## src/rtl/var_delay_line.sv

```systemverilog
// var_delay_line: runtime-programmable delay line built on a circular buffer.
// A write pointer advances on every enabled edge. The read pointer trails it by
// the effective delay. A fill counter suppresses out_valid until the line has
// refilled after reset or after a change of delay.
//
// Ports:
//   clk       - system clock, all state on posedge
//   reset_n   - asynchronous active-low reset
//   en        - advance enable; when low, all state holds
//   delay     - requested delay in enabled cycles (0 -> 1, >MAX_DELAY -> clamp)
//   in        - data in
//   in_valid  - qualifies in
//   out       - delayed data (registered)
//   out_valid - delayed in_valid gated by fill status (registered)
//   delay_err - requested delay was out of range on the last enabled edge
module var_delay_line #(
    parameter int unsigned MAX_DELAY = 31,
    parameter int unsigned LENGTH    = 10,
    parameter int unsigned PW        = 5
) (
    input  logic              clk,
    input  logic              reset_n,
    input  logic              en,
    input  logic [PW-1:0]     delay,
    input  logic [LENGTH-1:0] in,
    input  logic              in_valid,
    output logic [LENGTH-1:0] out,
    output logic              out_valid,
    output logic              delay_err
);

    localparam int unsigned   DEPTH = 2 ** PW;
    localparam logic [PW-1:0] MAX_D = PW'(MAX_DELAY);
    localparam logic [PW-1:0] ONE   = PW'(1);

    logic [LENGTH-1:0] data_mem [DEPTH];
    logic [DEPTH-1:0]  valid_mem;

    logic [PW-1:0] wr_ptr;
    logic [PW-1:0] active_delay;
    logic [PW-1:0] fill;

    logic [PW-1:0] eff_delay_c;
    logic [PW-1:0] rd_ptr_c;
    logic [PW-1:0] fill_next_c;
    logic          err_c;
    logic          change_c;
    logic          rd_valid_c;

    // Effective delay, range flag, read address and fill bookkeeping
    always_comb begin
        eff_delay_c = delay;
        err_c       = 1'b0;
        if (delay == '0) begin
            eff_delay_c = ONE;
        end else if (delay > MAX_D) begin
            eff_delay_c = MAX_D;
            err_c       = 1'b1;
        end

        change_c = (eff_delay_c != active_delay);
        rd_ptr_c = wr_ptr - eff_delay_c;

        // Fill is judged before this edge's increment; a delay change always
        // blanks the output on the edge it takes effect.
        rd_valid_c = valid_mem[rd_ptr_c] && (fill >= eff_delay_c) && !change_c;

        if (change_c) begin
            fill_next_c = ONE;
        end else if (fill >= MAX_D) begin
            fill_next_c = MAX_D;
        end else begin
            fill_next_c = fill + ONE;
        end
    end

    // Control state, valid bits and output registers
    always_ff @(posedge clk or negedge reset_n) begin
        if (!reset_n) begin
            wr_ptr       <= '0;
            fill         <= '0;
            active_delay <= ONE;
            valid_mem    <= '0;
            out          <= '0;
            out_valid    <= 1'b0;
            delay_err    <= 1'b0;
        end else if (en) begin
            valid_mem[wr_ptr] <= in_valid;
            wr_ptr            <= wr_ptr + ONE;
            fill              <= fill_next_c;
            active_delay      <= eff_delay_c;
            out               <= data_mem[rd_ptr_c];
            out_valid         <= rd_valid_c;
            delay_err         <= err_c;
        end
    end

    // Data storage is not reset; stale entries are masked by the valid bits
    always_ff @(posedge clk) begin
        if (en) begin
            data_mem[wr_ptr] <= in;
        end
    end

endmodule

```

## config.mk

```make
export PLATFORM = sky130hd
export DESIGN_NAME = var_delay_line
export DESIGN_NICKNAME = d
export VERILOG_FILES = /design/src/rtl/var_delay_line.sv
export SDC_FILE = /design/constraint.sdc
export NUM_CORES = 1
export LEC_CHECK = 0
export BUFFER_PORTS_ARGS = -buffer_cell sky130_fd_sc_hd__buf_2
export CORE_ASPECT_RATIO = 1.25
export CORE_UTILIZATION = 30
export CTS_BUF_LIST = sky130_fd_sc_hd__clkbuf_16
export CTS_CLUSTER_DIAMETER = 40
export DETAILED_ROUTE_END_ITERATION = 7
export GPL_TIMING_DRIVEN = 0
export PLACE_DENSITY = 0.41
export SYNTH_ARGS = -nofsm -noshare
export SYNTH_HDL_FRONTEND = slang
export SYNTH_SLANG_ARGS = --single-unit
```

## constraint.sdc

```tcl
create_clock -name clk -period 7.34 [get_ports clk]
set_input_delay 0.367 -clock clk [delete_from_list [all_inputs] [get_ports clk]]
set_output_delay 0.367 -clock clk [all_outputs]
set_load 0.03 [all_outputs]
```

==> reports/results.txt, run 1 <==
Asr flop ratio synth - 0.156
Num ports - 31
Buffers and inverters on the worst path - 4
Total setup buffers inserted after CTS - 0
Pre-Repair DR Iteration Count - 5
Slew Limit Fails - 0
Vias in the first global route - 8403
Final Wtd Congestion - 0.832
Reg2Reg Setup Slack - 3610 ps
TritonCTS clock tree - done
Post-Syn Area per Cell - 18.0 um2
CTS Buf Count - 47
Nets - 970
First-pass GRT wire length - 59400 um
Hold WC Path Type - input pin to register
Reg clk slew, reported paths - 60 ps
RSZ-0062 raised after global routing - false
Most frequent cells in the layout - 320 x edfxtp_1, 113 x nand2_1, 86 x mux4_2
Setup ws final - 3610 ps
Worst EP required - 7750 ps
Crit Path Category - register to register
Fin. Hold Viols - 0
Die ar. - 52100 um2
Post-Place Worst Slack - 3250 ps
DP Wirelength - 26100 um
#FFs+latches synth - 379
Critical path, cell by cell - inv_1 -> ha_1 -> fa_1 -> buf_2 -> buf_2 -> buf_1 -> mux4_2 -> nand2_1 -> nand2_1 -> o211ai_1 -> a31oi_1
Final setup viols - 0
Post-synthesis net count - 890
Commonest non-fill, non-tap cell in the layout - edfxtp_1
Leakage - 6.09 nW
Sequential area share after synthesis - 0.722
Area after DPL - 16300 um2
Height of the chip - 255 um
PwrDens - 436 nW/um2
Final WL - 40600 um
Top_reg_cell synth - edfxtp_1
Synth Warn # - 0
Via density - 4.88
Number of inserted diodes - 0
Peak supply drop - 0.206 mV
# clock sinks - 379
WHS - 124 ps
Htree depth - 2
Max incr delay on CP - 650 ps
Syn Inst Count - 855
Fmax - 268 MHz
Port Buffers - 30
Post-synth design cell area - 15400 um2
Worst-Skew Late Latency - 550 ps
Initial DRC count - 483
Chip width - 204 um
Share of post-route cells with drive strength above 1 - 0.260
CTS Buffer Depth - 3
Skew final - 9.79 ps
DRC - 0
Max Cap Violations - 0
Setup crit end kind - register
Total GRT Usage - 0.160
Total power - 7.81 mW
Core footprint - 50500 um2
Initial antenna violation count - 0
Count of flip-flops with a built-in enable after synthesis - 320
Critical path's slowest cell - buf_1
Starting Density - 0.304
Outcome - complete, no violations
Pin count of the biggest net entering global routing - 60
FP Rows - 92
Worst-path fanout max - 10
CTS root buf - clkbuf_16
Crit path DAT - 4140 ps
Worst-Margin Slew - 1360 ps
Minimum clock period - 3730 ps
Layout overhead on the synthesized area - 16.5%
Slew margin rel. - 0.0890
Design Area, Final - 17900 um2
Remaining antenna violation count - 0
Drt wl/cell - 24.9 um
GR Overflow Total - 0
Final setup TNS - 0 ps
CP delay by family, top - buffers and inverters
Fin crit share - 0.508
Netlist cell types - 43
Vias - 7956
Critical path startpoint category - register
-- synth_stat cells (3+ instances only) --
library cell    n  area (um2)
a2111oi_0       3        26.3
mux4_2         86        1940
dfrtp_1        58        1450
a31oi_1        11        68.8
xnor2_1         5        43.8
inv_1          10        37.5
a21oi_1         3        15.0
nor2_1         50         188
edfxtp_1      320        9610
xor2_1          7        61.3
buf_2           9        45.0
buf_4           5        37.5
o21ai_0        13        65.1
o211ai_1       20         150
o21a_1          3        22.5
clkbuf_1       27         101
mux2_2         37         417
buf_1           6        22.5
nor3_1          3        15.0
nand4_1        21         131
nand2_1       113         424
nor2b_1         3        18.8
ha_1           15         188
-- metrics by stage --
stage / utilization / std cells
2_1_floorplan: - / 855
3_3_place_gp: 0.323 / 1543
3_5_place_dp: 0.323 / 1543
4_1_cts: 0.354 / 1630
5_1_grt: 0.354 / 1630
6_report: 0.354 / 1630
-- sequential cells by signal, summed over array words and instances (netlist names) --
| register | cells |
|---|---|
| active_delay | 5 |
| fill | 5 |
| out_valid | 1 |
| delay_err | 1 |
| wr_ptr | 5 |
| out | 10 |
| valid_mem | 32 |
| data_mem | 320 |
-- layout make-up --
class	count	area [um2]
clock inverter	37	319
multi-input combinational	418	4030
inverter	10	37.5
timing repair buffer	31	163
sequential	379	11100
buffer	48	218
fill	4711	32600
clock buffer	49	1230
tap	658	823
-- worst reg2reg max path, stage by stage, from the launching register on --
cell and delay, ps:
dfrtp_1 450, inv_1 130, ha_1 240, fa_1 490, buf_2 230, buf_2 320, buf_1 660, mux4_2 460
nand2_1 90, nand2_1 110, o211ai_1 280, a31oi_1 130
-- kinds of logic after synthesis --
group                    count (synthesis)  share of synthesized area
adder cells (fa/ha/maj)                 16                     0.0135
AO/OA/AOI/OAI                           60                     0.0270
XOR/XNOR                                12                    0.00684
multiplexers                           126                      0.157
AND/OR/NAND/NOR                        204                     0.0569
buffers and inverters                   58                     0.0166
flip-flops                             379                      0.722
-- where the power goes --
part	switching, mW	internal [mW]
Combinational	1.81	1.07
Clock	0.921	1.36
Sequential	0.0893	2.56
Total	2.82	4.99
-- per-layer routing --
metal  vias up  GRT usage  part of all wire  routed length [um]
met1      4194      0.211              0.45               18100
met5         -          0                 0                   0
met2       157      0.273              0.49               20100
met4         0     0.0544             0.030                1230
li1       3533          -                 -                   -
met3        72     0.0215             0.030                1220
-- timing repair --
item,4_1_cts,5_1_grt
hold endpoints to repair,58,0
hold buffers,1,0
endpoints found under the setup margin,0,0
resized for setup,0,0
-- final timing paths --
path / start / end / cells past startpoint
worst max-delay path: wr_ptr[0]$_DFFE_PN0P_ / out[0]$_DFFE_PN0P_ / 11
worst min-delay path: delay[2] / active_delay[2]$_DFFE_PN0P_ / 2
max in group asynchronous: reset_n / valid_mem[27]$_DFFE_PN0P_ / 2
min in group asynchronous: reset_n / wr_ptr[1]$_DFFE_PN0P_ / 2
worst max register to register: wr_ptr[0]$_DFFE_PN0P_ / out[0]$_DFFE_PN0P_ / 11
worst min register to register: delay_err$_DFFE_PN0P_ / delay_err$_DFFE_PN0P_ / 1
Note: power is estimated with default switching activity, not from simulation.
==> run 2, diff against run 1 <==
- PLACE_DENSITY: 0.41 -> 0.43
- clock period: 7.34 -> 3.4 ns (I/O delays scaled with it)
==> run 2 against run 1 <==
Compared with the run above:
- fmax is 12% higher
- first-iteration DRC count rose by 10%
- clock power grew 140%
- critical path type unchanged
==> reports/results.txt, run 2 (same netlist as run 1, synthesis figures left out) <==
Initial antenna violation count - 1
Share of post-route cells with drive strength above 1 - 0.263
Worst-Skew Late Latency - 550 ps
Chip width - 204 um
Most Used Layer, Global Route - met2
Leakage - 6.25 nW
Total setup buffers inserted after CTS - 0
Hold WC Path Type - input pin to register
FP Rows - 92
Worst-path fanout max - 10
Crit path DAT - 3730 ps
CTS root buf - clkbuf_16
Fin. Hold Viols - 0
Htree depth - 2
Final setup viols - 0
Reg2Reg Setup Slack - 70 ps
CP delay by family, top - buffers and inverters
RSZ-0062 raised after global routing - false
Pin count of the biggest net entering global routing - 60
Most frequent cells in the layout - 320 x edfxtp_1, 113 x nand2_1, 86 x mux4_2
Max Cap Violations - 0
Skew final - 11.4 ps
Die ar. - 52100 um2
Grt met3 use - 0.0224
Reg clk slew, reported paths - 60 ps
Layout overhead on the synthesized area - 18.1%
Worst Setup EP - out[4]$_DFFE_PN0P_
Buffers and inverters on the worst path - 4
Worst r2r dst - out[4]$_DFFE_PN0P_
Fin crit share - 0.979
Crit Path Category - register to register
Peak supply drop - 0.533 mV
Pre-Repair DR Iteration Count - 6
Worst-Margin Slew - 1320 ps
Core footprint - 50500 um2
DP Wirelength - 25000 um
Leading registers by flop count - data_mem: 320 flops, valid_mem: 32 flops, out: 10 flops
Final WL - 39300 um
Nets - 977
Worst reg-to-reg path cell count - 11
Port Buffers - 30
Design Area, Final - 18100 um2
Largest register FFs - 320
Critical path, cell by cell - inv_1 -> ha_1 -> fa_1 -> buf_2 -> clkbuf_4 -> buf_4 -> mux4_2 -> nand2_1 -> nand4_1 -> o211ai_1 -> a31oi_1
PwrDens - 955 nW/um2
Worst EP required - 3810 ps
TritonCTS clock tree - done
GR Overflow Total - 0
CTS Buffer Depth - 3
Via density - 4.80
Height of the chip - 255 um
Number of inserted diodes - 0
Remaining antenna violation count - 0
Vias in the first global route - 8314
Critical path startpoint category - register
Setup crit end kind - register
Biggest register - data_mem
Slew margin rel. - 0.116
Num ports - 31
Minimum clock period - 3330 ps
# clock sinks - 379
Total GRT Usage - 0.155
Vias - 7858
Initial DRC count - 532
Fmax - 300 MHz
Critical path depth - 11
Drt wl/cell - 24.0 um
DRC - 0
CTS Buf Count - 47
First-pass GRT wire length - 58100 um
Starting Density - 0.304
Met1 Use GR - 0.211
Worst setup startpoint - wr_ptr[0]$_DFFE_PN0P_
Final Wtd Congestion - 0.803
Slew Limit Fails - 0
Max incr delay on CP - 470 ps
Critical path's slowest cell - fa_1
Area after DPL - 16300 um2
Outcome - complete, no violations
Worst R2R Start - wr_ptr[0]$_DFFE_PN0P_
Met2 GRT Util - 0.254
Commonest non-fill, non-tap cell in the layout - edfxtp_1
Finished Core Util - 0.359
-- run 2: cell count changes in the layout (fill, tap and decap cells not counted), moves of 4 or more --
cell           previous run  this run
bufinv_16                 4        10
inv_1                    12        19
dlygate4sd3_1             1         7
buf_1                     6         2
clkinv_2                  7         3
clkinvlp_4                7         1
-- run 2: layer usage --
metal | wire, um | share of wire
met3 | 1510 | 0.038
met2 | 19000 | 0.48
met4 | 1170 | 0.030
met5 | 13 | 0.00033
met1 | 17600 | 0.45
-- run 2: where the power goes --
group	total (mW)	switching [mW]	leakage, nW	internal [mW]
combinational	6.24	3.89	1.77	2.35
sequential	5.73	0.190	3.62	5.54
clock	5.37	1.98	0.852	3.38
-- run 2: how the worst min path moves through the flow --
stage / slack, ps / start / endpoint / cells past startpoint
after floorplan: -130 / reset_n / active_delay[1]$_DFFE_PN0P_ / 0
final: 50 / delay[0] / active_delay[0]$_DFFE_PN1P_ / 3
after global routing: 50 / delay[0] / active_delay[0]$_DFFE_PN1P_ / 3
after CTS: 40 / delay[0] / active_delay[0]$_DFFE_PN1P_ / 3
after global placement: 470 / in_valid / valid_mem[0]$_DFFE_PN0P_ / 2
after detailed placement: 320 / reset_n / fill[3]$_DFFE_PN0P_ / 1
-- run 2: tightest hold or removal path: cells and delay by family --
kind,cells,cell delay (ps)
buf+inv,1,100
mux,1,150
simple gates,1,150
-- run 2: what timing repair did --
item / CTS / global route
hold buffers: 7 / 0
pin swaps: 0 / 0
endpoints found under the hold margin: 66 / 0
gates resized for setup: 7 / 8
endpoints found under the setup margin: 10 / 11
-- run 2: layout make-up --
cell class,count,area [um2]
plain buffers,48,238
clock buffers,49,1230
clock inverters,38,455
fillers,4749,32400
inverters,10,37.5
multi-input cells,418,4040
flip-flops and latches,379,11100
well taps,658,823
repair buffers,38,230
-- run 2: per-stage QoR --
step / hold slack (ps) / power [mW] / std cells / TNS [ps] / worst slack (ps)
4_1_cts: 43.6 / 17.5 / 1637 / 0 / 32.7
6_report: 51.4 / 17.3 / 1638 / 0 / 71.4
5_1_grt: 52.2 / 18.1 / 1638 / 0 / 16.3
2_1_floorplan: -126 / 9.78 / 855 / 0 / 715
3_5_place_dp: 323 / 12.1 / 1543 / -4130 / -456
3_3_place_gp: 472 / 12.1 / 1543 / -4080 / -442
